===== src/rtl/instruction_fetch_unit_if.sv =====
// Bus bundle between the fetch unit, instruction memory and decode.
// master: fetch-unit view. slave: memory/decode (environment) view.
interface instruction_fetch_unit_if #(
    parameter int ADDR_WIDTH = 32
);
    logic                  imem_req;
    logic [ADDR_WIDTH-1:0] imem_addr;
    logic                  imem_ack;
    logic [31:0]           imem_rdata;
    logic                  instr_valid;
    logic                  instr_ready;
    logic [31:0]           Instr;
    logic [ADDR_WIDTH-1:0] InstrPC;
    logic [2:0]            Opcode;
    logic                  V;
    logic [2:0]            Funct;
    logic [3:0]            Rd;
    logic [3:0]            Rn;
    logic [3:0]            Rm;
    logic [16:0]           Imm;

    modport master (
        output imem_req, imem_addr,
        input  imem_ack, imem_rdata,
        output instr_valid,
        input  instr_ready,
        output Instr, InstrPC, Opcode, V, Funct, Rd, Rn, Rm, Imm
    );

    modport slave (
        input  imem_req, imem_addr,
        output imem_ack, imem_rdata,
        input  instr_valid,
        output instr_ready,
        input  Instr, InstrPC, Opcode, V, Funct, Rd, Rn, Rm, Imm
    );
endinterface


===== src/rtl/instruction_fetch_unit.sv =====
// Instruction fetch unit: single-outstanding req/ack fetch from instruction
// memory, one-entry output register with valid/ready towards decode, and
// PC redirect with squash of an in-flight fetch.
module instruction_fetch_unit #(
    parameter int                    ADDR_WIDTH = 32,
    parameter logic [ADDR_WIDTH-1:0] RESET_PC   = {ADDR_WIDTH{1'b0}}
) (
    input  logic                  clk,
    input  logic                  rst,
    input  logic                  PCSrc,
    input  logic [ADDR_WIDTH-1:0] BranchTarget,
    instruction_fetch_unit_if.master bus
);

    typedef enum logic [1:0] {
        ST_IDLE   = 2'd0,
        ST_FETCH  = 2'd1,
        ST_SQUASH = 2'd2,
        ST_FULL   = 2'd3
    } state_t;

    state_t                r_state;
    state_t                w_state_next;
    logic [ADDR_WIDTH-1:0] r_fetch_addr;
    logic [ADDR_WIDTH-1:0] w_fetch_addr_next;
    logic [ADDR_WIDTH-1:0] r_tgt;
    logic [ADDR_WIDTH-1:0] w_tgt_next;
    logic [31:0]           r_instr;
    logic [31:0]           w_instr_next;
    logic [ADDR_WIDTH-1:0] r_instr_pc;
    logic [ADDR_WIDTH-1:0] w_instr_pc_next;
    logic                  r_valid;
    logic                  w_valid_next;
    logic                  r_req;
    logic                  w_req_next;
    logic [ADDR_WIDTH-1:0] w_target;
    logic                  w_ack;
    logic                  w_unused_target_lsb;

    // Redirect targets are always word aligned; the low bits are dropped.
    assign w_target            = {BranchTarget[ADDR_WIDTH-1:2], 2'b00};
    assign w_unused_target_lsb = ^BranchTarget[1:0];

    // An ack only counts while a request is actually outstanding.
    assign w_ack = bus.imem_ack & r_req;

    // Request is a registered decode of the next state, so it drops at once on reset.
    assign w_req_next = (w_state_next == ST_FETCH) || (w_state_next == ST_SQUASH);

    assign bus.imem_req    = r_req;
    assign bus.imem_addr   = r_fetch_addr;
    assign bus.instr_valid = r_valid;
    assign bus.Instr       = r_instr;
    assign bus.InstrPC     = r_instr_pc;
    assign bus.Opcode      = r_instr[31:29];
    assign bus.V           = r_instr[28];
    assign bus.Funct       = r_instr[27:25];
    assign bus.Rd          = r_instr[24:21];
    assign bus.Rn          = r_instr[20:17];
    assign bus.Rm          = r_instr[16:13];
    assign bus.Imm         = r_instr[16:0];

    // Next-state and datapath updates for the fetch FSM.
    always_comb begin
        w_state_next      = r_state;
        w_fetch_addr_next = r_fetch_addr;
        w_tgt_next        = r_tgt;
        w_instr_next      = r_instr;
        w_instr_pc_next   = r_instr_pc;
        w_valid_next      = r_valid;
        case (r_state)
            ST_IDLE: begin
                w_state_next = ST_FETCH;
                if (PCSrc) begin
                    w_fetch_addr_next = w_target;
                end else begin
                    w_fetch_addr_next = r_fetch_addr;
                end
            end
            ST_FETCH: begin
                if (w_ack && !PCSrc) begin
                    w_instr_next      = bus.imem_rdata;
                    w_instr_pc_next   = r_fetch_addr;
                    w_valid_next      = 1'b1;
                    w_fetch_addr_next = r_fetch_addr + ADDR_WIDTH'(32'd4);
                    w_state_next      = ST_FULL;
                end else if (w_ack) begin
                    // Returned word belongs to the old stream: drop it.
                    w_fetch_addr_next = w_target;
                    w_state_next      = ST_FETCH;
                end else if (PCSrc) begin
                    // Request must stay stable until ack; remember where to go.
                    w_tgt_next   = w_target;
                    w_state_next = ST_SQUASH;
                end else begin
                    w_state_next = ST_FETCH;
                end
            end
            ST_SQUASH: begin
                if (PCSrc) begin
                    w_tgt_next = w_target;
                end else begin
                    w_tgt_next = r_tgt;
                end
                if (w_ack) begin
                    w_fetch_addr_next = PCSrc ? w_target : r_tgt;
                    w_state_next      = ST_FETCH;
                end else begin
                    w_state_next = ST_SQUASH;
                end
            end
            ST_FULL: begin
                if (PCSrc) begin
                    w_valid_next      = 1'b0;
                    w_fetch_addr_next = w_target;
                    w_state_next      = ST_FETCH;
                end else if (bus.instr_ready) begin
                    w_valid_next = 1'b0;
                    w_state_next = ST_FETCH;
                end else begin
                    w_state_next = ST_FULL;
                end
            end
            default: begin
                w_state_next = ST_IDLE;
                w_valid_next = 1'b0;
            end
        endcase
    end

    // State and datapath registers.
    always_ff @(posedge clk or negedge rst) begin
        if (!rst) begin
            r_state      <= ST_IDLE;
            r_fetch_addr <= RESET_PC;
            r_tgt        <= {ADDR_WIDTH{1'b0}};
            r_instr      <= 32'h0000_0000;
            r_instr_pc   <= {ADDR_WIDTH{1'b0}};
            r_valid      <= 1'b0;
            r_req        <= 1'b0;
        end else begin
            r_state      <= w_state_next;
            r_fetch_addr <= w_fetch_addr_next;
            r_tgt        <= w_tgt_next;
            r_instr      <= w_instr_next;
            r_instr_pc   <= w_instr_pc_next;
            r_valid      <= w_valid_next;
            r_req        <= w_req_next;
        end
    end

endmodule


===== src/flat_wrapper.sv =====
// flat-port wrapper written by rule: the top's interface ports become plain ports
module instruction_fetch_unit_flat 
#(
    parameter int                    ADDR_WIDTH = 32,
    parameter logic [ADDR_WIDTH-1:0] RESET_PC   = {ADDR_WIDTH{1'b0}}
)
  (clk, rst, PCSrc, BranchTarget, bus_imem_req, bus_imem_addr, bus_imem_ack, bus_imem_rdata, bus_instr_valid, bus_instr_ready, bus_Instr, bus_InstrPC, bus_Opcode, bus_V, bus_Funct, bus_Rd, bus_Rn, bus_Rm, bus_Imm);
  instruction_fetch_unit_if #(.ADDR_WIDTH(ADDR_WIDTH)) bus_i ();
  input  logic clk;
  input  logic rst;
  input  logic PCSrc;
  input  logic [ADDR_WIDTH-1:0] BranchTarget;
  output wire logic [$bits(bus_i.imem_req)-1:0] bus_imem_req;
  output wire logic [$bits(bus_i.imem_addr)-1:0] bus_imem_addr;
  input wire logic [$bits(bus_i.imem_ack)-1:0] bus_imem_ack;
  input wire logic [$bits(bus_i.imem_rdata)-1:0] bus_imem_rdata;
  output wire logic [$bits(bus_i.instr_valid)-1:0] bus_instr_valid;
  input wire logic [$bits(bus_i.instr_ready)-1:0] bus_instr_ready;
  output wire logic [$bits(bus_i.Instr)-1:0] bus_Instr;
  output wire logic [$bits(bus_i.InstrPC)-1:0] bus_InstrPC;
  output wire logic [$bits(bus_i.Opcode)-1:0] bus_Opcode;
  output wire logic [$bits(bus_i.V)-1:0] bus_V;
  output wire logic [$bits(bus_i.Funct)-1:0] bus_Funct;
  output wire logic [$bits(bus_i.Rd)-1:0] bus_Rd;
  output wire logic [$bits(bus_i.Rn)-1:0] bus_Rn;
  output wire logic [$bits(bus_i.Rm)-1:0] bus_Rm;
  output wire logic [$bits(bus_i.Imm)-1:0] bus_Imm;
  assign bus_imem_req = bus_i.imem_req;
  assign bus_imem_addr = bus_i.imem_addr;
  assign bus_i.imem_ack = bus_imem_ack;
  assign bus_i.imem_rdata = bus_imem_rdata;
  assign bus_instr_valid = bus_i.instr_valid;
  assign bus_i.instr_ready = bus_instr_ready;
  assign bus_Instr = bus_i.Instr;
  assign bus_InstrPC = bus_i.InstrPC;
  assign bus_Opcode = bus_i.Opcode;
  assign bus_V = bus_i.V;
  assign bus_Funct = bus_i.Funct;
  assign bus_Rd = bus_i.Rd;
  assign bus_Rn = bus_i.Rn;
  assign bus_Rm = bus_i.Rm;
  assign bus_Imm = bus_i.Imm;
  instruction_fetch_unit #(.ADDR_WIDTH(ADDR_WIDTH), .RESET_PC(RESET_PC)) u_core (.clk(clk), .rst(rst), .PCSrc(PCSrc), .BranchTarget(BranchTarget), .bus(bus_i));
endmodule

===== config.mk =====
export PLATFORM = sky130hd
export DESIGN_NAME = instruction_fetch_unit_flat
export DESIGN_NICKNAME = d
export VERILOG_FILES = /design/src/rtl/instruction_fetch_unit_if.sv /design/src/rtl/instruction_fetch_unit.sv /design/src/flat_wrapper.sv
export SDC_FILE = /design/constraint.sdc
export NUM_CORES = 1
export LEC_CHECK = 0
export CORE_ASPECT_RATIO = 1.1
export CORE_UTILIZATION = 55
export DETAILED_ROUTE_END_ITERATION = 8
export DONT_BUFFER_PORTS = 1
export GPL_ROUTABILITY_DRIVEN = 1
export GPL_TIMING_DRIVEN = 0
export PLACE_DENSITY = 0.67
export SETUP_SLACK_MARGIN = 0.1
export SLEW_MARGIN = 10
export SYNTH_ARGS = -nofsm -noshare
export SYNTH_HDL_FRONTEND = slang
export SYNTH_SLANG_ARGS = --single-unit

===== constraint.sdc =====
create_clock -name clk -period 5.6 [get_ports clk]
set_input_delay 0.56 -clock clk [delete_from_list [all_inputs] [get_ports clk]]
set_output_delay 0.56 -clock clk [all_outputs]
set_load 0.03 [all_outputs]

Word level (Yosys, flattened, before mapping) --
Cells that the tools add are included.
Word-level totals: memories 0, bits in registers 132, input port bits 69, RAM bits 0, ROM bits 0, bits in latches 0, word-level logic and storage cells 52
Operators by class: add/sub/neg operators 1, magnitude comparators 0, multiplexer cells 20, equal/unequal tests 12, shift operators 0, div/mod/pow operators 0, reductions and logical operators 11, $mul 0, bitwise operators 1
Operators by type and width (number):
- $mux 32 | 7
- $pmux 32 s3 | 1
- $pmux 32 s2 | 1
- $add 32x3->32 const B | 1
- $mux 2 | 6
- $reduce_and 3->1 | 3
- $pmux 2 s4 | 1
- $eq 2x2->1 const B | 3
- $ne 2x1->1 const B | 3
- $eq 2x1->1 const B | 2
- $ne 2x2->1 const B | 2
- $reduce_bool 2->1 | 2
- $mux 1 | 3
- $ne 3x1->1 const B | 1
- $ne 3x3->1 const B | 1
- $logic_not 2->1 | 1
- $pmux 1 s2 | 1
- $reduce_and 2->1 | 1
- $reduce_or 2->1 | 1
- $and 1x1->1 | 1
- $logic_and 1x1->1 | 1
- $logic_not 1->1 | 1
- $logic_or 1x1->1 | 1

Depth between registers and ports, before layout --
Gate-level depths: netlist of the first run.
word-level depth 6, depth in mapped cells 12, gate-level depth less buffers 8

Least setup slack after synthesis of the first run --
OpenSTA, ideal clock, no wires.
path kind input port to flip-flop, start point input PCSrc, end point register u_core.r_fetch_addr[7], in the netlist u_core.bus.imem_addr[7], stages on the path 11, setup time 121 ps, slack 3170 ps, required time 5479 ps, data arrival time 2309 ps, path buffers 4, cells stage by stage buf_2 -> inv_1 -> ha_1 -> buf_2 -> nor2b_1 -> o21ai_0 -> and2_1 -> clkbuf_1 -> clkbuf_1 -> o21ai_0 -> o22a_1
Between the ends: longest elaborated chain between the ends 4
Ends and longest elaborated chain:
- start: declaration | line flat_wrapper.sv:11 | input logic PCSrc;
- $logic_not 1->1 | line instruction_fetch_unit.sv:81 | if (w_ack && !PCSrc) begin
- $logic_and 1x1->1 | line instruction_fetch_unit.sv:81
- $ne 3x1->1 (no line) or $mux 32 (tied branches)
- $reduce_and 3->1 (no line) or $pmux 32 s3 (tied branches)
- end signal: assignment | line instruction_fetch_unit.sv:143 | r_fetch_addr <= w_fetch_addr_next;
- end: declaration | line instruction_fetch_unit.sv:24 | logic [ADDR_WIDTH-1:0] r_fetch_addr;
Parallel ways exist; a longest one is shown, timed or not. The select of a mux whose other input is x is not followed. A chain may end at the register's enable or synchronous reset.

Worst setup path in the final report of the first run --
start point register u_core.r_req, in the netlist u_core.bus.imem_req, end point register u_core.r_fetch_addr[18], in the netlist u_core.bus.imem_addr[18]
Between the ends: longest elaborated chain between the ends 4
Ends and longest elaborated chain:
- start: declaration | line instruction_fetch_unit.sv:34 | logic r_req;
- start signal: assignment | line instruction_fetch_unit.sv:148 | r_req <= w_req_next;
- $and 1x1->1 (*) | line instruction_fetch_unit.sv:45 | assign w_ack = bus.imem_ack & r_req;
- $logic_and 1x1->1 | line instruction_fetch_unit.sv:81
- $ne 3x1->1 (no line) or $mux 32 (tied branches)
- $reduce_and 3->1 (no line) or $pmux 32 s3 (tied branches)
Mark *: on every way between the ends. The rest lies on a longest branch, timed or not.

==> results of run 1 <==
-- power groups by stage --
stage	combinational [mW]	clock, mW	sequential (mW)
floorplan	1.79	0	2.42
global placement	2.14	0	2.58
detailed placement	2.18	0	2.60
CTS	2.22	1.19	2.58
global route	2.41	1.23	2.66
finish	2.23	1.18	2.58
-- worst paths after layout --
kind	from	endpoint	slack [ns]	cells past startpoint
min in group clk	BranchTarget[21]	u_core.r_tgt[21]	0.28	1
min reg2reg	u_core.r_tgt[7]	u_core.r_tgt[7]	0.50	1
max reg2reg	u_core.bus.imem_req	u_core.bus.imem_addr[18]	2.45	11
max	u_core.bus.imem_req	u_core.bus.imem_addr[18]	2.45	11
min	rst	u_core.r_tgt[29]	0.07	1
max in group asynchronous	rst	u_core.bus.imem_addr[7]	4.99	1
-- timing repair --
item / 4_1_cts / 5_1_grt
hold endpoints to repair: 132 / 0
hold buffers: 1 / 0
setup buffers: 0 / 0
-- flip-flops by register name, indices dropped and copies added, names as in the netlist --
name and count:
u_core.bus.InstrPC 32, u_core.bus.Instr 32, u_core.r_tgt 32, u_core.bus.imem_addr 32, u_core.r_state 2, u_core.bus.imem_req 1
u_core.bus.instr_valid 1
-- cell type report --
| cell class | instances | area [um2] |
|---|---|---|
| Multi-Input combinational cell | 416 | 3196 |
| Fill cell | 983 | 4354 |
| Clock buffer | 22 | 474.2 |
| Sequential cell | 132 | 3303 |
| Timing Repair Buffer | 1 | 27.53 |
| Tap cell | 154 | 192.7 |
| Inverter | 13 | 48.80 |
| Buffer | 79 | 444.2 |
| Clock inverter | 9 | 151.4 |
-- Yosys cell counts, types with 9 or more instances --
library cell / instances / share of area [%]
dfrtp_1: 132 / 47
nand4_1: 15 / 1.3
nand2_1: 43 / 2.3
mux2_2: 106 / 17
clkbuf_1: 32 / 1.7
a21oi_1: 12 / 0.86
a31oi_1: 9 / 0.81
and3_1: 9 / 0.81
o21ai_0: 45 / 3.2
nand3_1: 13 / 0.93
buf_4: 36 / 3.9
inv_1: 13 / 0.70
nor2_1: 24 / 1.3
-- kinds of logic after synthesis --
| group | after synthesis | share of synthesized area, % |
|---|---|---|
| DFF | 132 | 47.24 |
| adders and majority gates | 8 | 1.432 |
| muxes | 112 | 17.93 |
| xor gates and xnor gates | 6 | 0.7516 |
| AOI/OAI and AO/OA | 139 | 14.01 |
| and+or+nand+nor | 151 | 11.58 |
| buffers and inverters | 92 | 7.051 |
-- metrics by stage --
step / instance area [um2] / total power, mW
finish: 7838 / 5.984
floorplan: 6992 / 4.214
global route: 7838 / 6.298
global placement: 7184 / 4.722
detailed placement: 7184 / 4.783
CTS: 7838 / 5.993
-- metal layers --
| metal | routed length, um | vias to the layer above | GRT usage, % |
|---|---|---|---|
| met5 | 0 | - | 0 |
| met4 | 406 | 0 | 12.00 |
| met3 | 1617 | 34 | 8.733 |
| met2 | 9187 | 272 | 48.31 |
| met1 | 7356 | 2602 | 35.90 |
| li1 | - | 2387 | - |
==> impl_metrics.env, run 1 <==
export IMPL_internal_power_mw=3.137
export IMPL_vdd_drop_max_mv=0.4030
export IMPL_critPathMaxFanout=10
export IMPL_crit_type="reg -> reg"
export IMPL_finalCriticalPeriod_ns=3.147
export IMPL_max_stage_delay_ns=0.52
export IMPL_seq_power_share_pct=43.1
export IMPL_gp_congestion=0.8412
export IMPL_clock_root_buffer="clkbuf_16"
export IMPL_final_cell_mix="132 x dfrtp_1, 106 x mux2_2, 45 x o21ai_0"
export IMPL_outcome="complete, no violations"
export IMPL_route_vias_total=5295
export IMPL_coreArea_um2=12190
export IMPL_finish_net_count=737
export IMPL_power_frac_comb_pct=37.2
export IMPL_crit_chain="nand2_1 -> inv_1 -> ha_1 -> buf_2 -> nor2b_1 -> o21ai_0 -> and2_1 -> clkbuf_1 -> clkbuf_1 -> nand2_1 -> o22a_1"
export IMPL_grt_pass1_wl_mm=28.61
export IMPL_required_ns=5.90
export IMPL_layout_drive_gt1_share_pct=27.53
export IMPL_globalRouteOverflowTotal=0
export IMPL_first_pass_iters=5
export IMPL_syn_num_nets=717
export IMPL_synth_ff_type="dfrtp_1"
export IMPL_syn_inst=640
export IMPL_row_count=42
export IMPL_die_height_um=120.3
export IMPL_cp_num_buf_inv=4
export IMPL_ys_types=61
export IMPL_cp_top_family="buffers and inverters"
export IMPL_postRouteAntennaNets=0
export IMPL_rsz0062_at_grt="no"
export IMPL_pwr_share_clk_pct=19.7
export IMPL_yosys_warnings=0
export IMPL_n_antenna_cell=0
export IMPL_cts_buffer_depth=2
export IMPL_die_area_um2=13170
export IMPL_fin_crit_sh_pct=56.19
export IMPL_tightest_slew_ns=0.7372
export IMPL_finalSetupViolCount=0
export IMPL_dieWidth_um=109.5
export IMPL_power_density_nw_per_um2=763.5
export IMPL_switchingPower_mw=2.847
export IMPL_clock_sinks=132
export IMPL_pre_cts_ws_ns=2.420
export IMPL_hold_ws_ns=0.06752
export IMPL_slew_viol_final=0
export IMPL_drc=0
export IMPL_clock_skew_ns=0.005278
export IMPL_antenna_found_initial=0
export IMPL_area_growth_pct=12.10
export IMPL_io_pins=203
export IMPL_cts_tree="yes"
export IMPL_ctsResizeCount=0
export IMPL_layout_commonest_cell="dfrtp_1"
export IMPL_clk_latency_ns=0.42
export IMPL_wl_mm=18.57
export IMPL_hold_class="in -> async"
export IMPL_synth_area_per_cell_um2=10.92
export IMPL_max_slew_margin_rel_pct=50.64
export IMPL_cts_htree_levels=4
export IMPL_numCtsBuffers=17
export IMPL_p_leak_nw=3.299
export IMPL_setup_worst_path_start_class="flip-flop"
export IMPL_clock_fmax_mhz=317.8
export IMPL_cap_viol_max_count=0
export IMPL_start_util_pct=57.35
export IMPL_worst_slack_ns=2.453
export IMPL_grt_use_total_pct=29.41
export IMPL_swShare_pct=47.57
export IMPL_routed_via_density=6.410
export IMPL_dp_hpwl_mm=13.31
export IMPL_portBuffers=0
export IMPL_tns_ns=0
export IMPL_synth_seq_cells=132
export IMPL_drt_iter0_drc=432
export IMPL_post_place_cells=794
export IMPL_grt_pass1_vias=5276
export IMPL_critPathSlowestCell="dfrtp_1"
export IMPL_ys_seq_area_share_pct=47.24
export IMPL_worst_setup_path_end_kind="flip-flop"
export IMPL_grt_start_max_net_pins=133
export IMPL_hold_violations=0
export IMPL_post_drt_wl_per_cell_um=22.48
export IMPL_synth_edf_count=0
export IMPL_cp_arrival_ns=3.44
export IMPL_cts_clk_slew_worst_paths_ns=0.06
export IMPL_postLayoutCoreUtil_pct=64.29
export IMPL_netlist_area_um2=6992
export IMPL_final_cells=826
export IMPL_async_flop_share_pct=100.0
Note: power is estimated with default switching activity, not from simulation.
==> inputs of run 2 (changes only) <==
clock period = 3.2 ns   (was 5.6 ns; I/O delays follow)
==> impl_metrics.env, run 2 (synthesis gave the netlist of run 1 again) <==
export IMPL_coreArea_um2=12190
export IMPL_drc=0
export IMPL_wl_met1_mm=7.287
export IMPL_cp_arrival_ns=3.17
export IMPL_max_slew_margin_rel_pct=53.35
export IMPL_die_area_um2=13170
export IMPL_fillerInstances=983
export IMPL_io_pins=203
export IMPL_clock_fmax_mhz=348.4
export IMPL_portBuffers=0
export IMPL_clock_root_buffer="clkbuf_16"
export IMPL_hold_ws_ns=-0.4113
export IMPL_first_pass_iters=5
export IMPL_power_frac_comb_pct=37.2
export IMPL_switchingPower_mw=4.963
export IMPL_required_ns=3.50
export IMPL_cts_tree="yes"
export IMPL_drt_iter0_drc=492
export IMPL_hold_class="in -> async"
export IMPL_postLayoutCoreUtil_pct=64.17
export IMPL_tns_ns=0
export IMPL_finish_net_count=736
export IMPL_rsz0062_at_grt="no"
export IMPL_antenna_found_initial=0
export IMPL_start_util_pct=57.35
export IMPL_n_antenna_cell=0
export IMPL_cap_viol_max_count=0
export IMPL_wl_met3_mm=1.747
export IMPL_p_leak_nw=3.309
export IMPL_vdd_drop_max_mv=0.7051
export IMPL_timing_rr_end="u_core.bus.imem_addr[29]"
export IMPL_internal_power_mw=5.501
export IMPL_numCtsBuffers=17
export IMPL_dr_max_layer_used="met4"
export IMPL_grt_pass1_wl_mm=28.59
export IMPL_row_count=42
export IMPL_cts_clk_slew_worst_paths_ns=0.06
export IMPL_seq_power_share_pct=43.1
export IMPL_swShare_pct=47.43
export IMPL_dp_hpwl_mm=13.31
export IMPL_finalSetupViolCount=0
export IMPL_routed_via_density=6.461
export IMPL_grt_start_max_net_pins=133
export IMPL_crit_type="reg -> reg"
export IMPL_clk_latency_ns=0.42
export IMPL_dieWidth_um=109.5
export IMPL_cts_buffer_depth=2
export IMPL_finalCriticalPeriod_ns=2.870
export IMPL_final_cell_mix="132 x dfrtp_1, 106 x mux2_2, 45 x o21ai_0"
export IMPL_regToRegSetupSlack_ns=0.33
export IMPL_power_density_nw_per_um2=1338
export IMPL_gp_congestion=0.8412
export IMPL_violations="hold timing"
export IMPL_outcome="finished, violations left"
export IMPL_cts_htree_levels=4
export IMPL_critPathMaxFanout=10
export IMPL_layout_drive_gt1_share_pct=28.32
export IMPL_r2r_start="u_core.bus.imem_req"
export IMPL_tightest_slew_ns=0.6997
export IMPL_clock_sinks=132
export IMPL_route_vias_total=5330
export IMPL_clock_skew_ns=0.006957
export IMPL_postRouteAntennaNets=0
export IMPL_hold_violations=132
export IMPL_post_drt_wl_per_cell_um=22.57
export IMPL_globalRouteOverflowTotal=0
export IMPL_layout_commonest_cell="dfrtp_1"
export IMPL_wl_mm=18.62
export IMPL_area_growth_pct=11.90
export IMPL_slew_viol_final=0
export IMPL_wl_met2_mm=9.175
export IMPL_die_height_um=120.3
export IMPL_fin_crit_sh_pct=89.70
export IMPL_setup_worst_path_start_class="flip-flop"
export IMPL_worst_setup_path_end_kind="flip-flop"
export IMPL_pwr_share_clk_pct=19.7
export IMPL_reg2regPathDepth=9
export IMPL_grt_pass1_vias=5272
export IMPL_grt_use_total_pct=29.37
==> run 2: cell types whose count changed in the layout (fill, tap and decap cells not counted), sizes merged <==
cell	previous run	this run
buf	48	47
==> run 2: critical path, cell delays in order, from the launching register on <==
cell      delay (ns)
dfrtp_1         0.52
nand2_1         0.20
inv_1           0.11
ha_1            0.15
buf_2           0.22
clkbuf_1        0.42
clkbuf_1        0.50
o211ai_1        0.22
a311oi_1        0.32
a211oi_1        0.08
==> run 2: area by class of cell <==
class	instances	area [um2]	share of cell area (%)
buffer	79	451.7	5.773
clock buffer	22	474.2	6.061
clock inverter	9	151.4	1.935
inverter	13	48.80	0.6237
multi-input combinational	416	3202	40.92
sequential	132	3303	42.22
tap	154	192.7	2.463
==> run 2: through the flow <==
stage | cells | instance area (um2) | hold WS (ns) | setup WS, ns | power (mW)
floorplan | 640 | 6992 | 0.02441 | 0.8322 | 7.375
global placement | 794 | 7184 | 0.02845 | 0.09859 | 8.263
detailed placement | 794 | 7184 | 0.02837 | 0.08109 | 8.371
CTS | 825 | 7811 | -0.4212 | 0.1327 | 10.45
global route | 825 | 7824 | -0.4307 | 0.09767 | 11.00
finish | 825 | 7824 | -0.4113 | 0.3297 | 10.46
==> run 2: what timing repair did <==
item,CTS,global route
cloned,0,0
hold endpoints to repair,132,132
gates resized for setup,1,11
setup endpoints to repair,5,23
buffers inserted,0,0
==> run 2: worst max-delay path by stage <==
| stage | end | depth (start not counted) | start | slack (ns) |
|---|---|---|---|---|
| 2_1_floorplan | u_core.bus.imem_addr[7] | 11 | u_core.bus.imem_req | 0.83 |
| 3_3_place_gp | u_core.bus.imem_addr[12] | 11 | u_core.bus.imem_req | 0.1 |
| 3_5_place_dp | u_core.bus.imem_addr[12] | 11 | u_core.bus.imem_req | 0.08 |
| 4_1_cts | u_core.bus.imem_addr[8] | 11 | u_core.bus.imem_req | 0.13 |
| 5_1_grt | u_core.bus.imem_addr[2] | 12 | u_core.bus.imem_req | 0.1 |
| 6_report | u_core.bus.imem_addr[29] | 9 | u_core.bus.imem_req | 0.33 |
==> run 2: power by group through the flow <==
stage	Sequential (mW)	Combinational [mW]	Clock [mW]
2_1_floorplan	4.23	3.14	0
3_3_place_gp	4.51	3.75	0
3_5_place_dp	4.55	3.82	0
4_1_cts	4.52	3.85	2.08
5_1_grt	4.65	4.19	2.16
6_report	4.51	3.89	2.06
==> run 2: layer usage <==
layer / vias up / global-route usage, %
li1: 2394 / -
met1: 2610 / 36.04
met2: 292 / 48.07
met3: 34 / 8.733
met4: 0 / 11.92
met5: - / 0
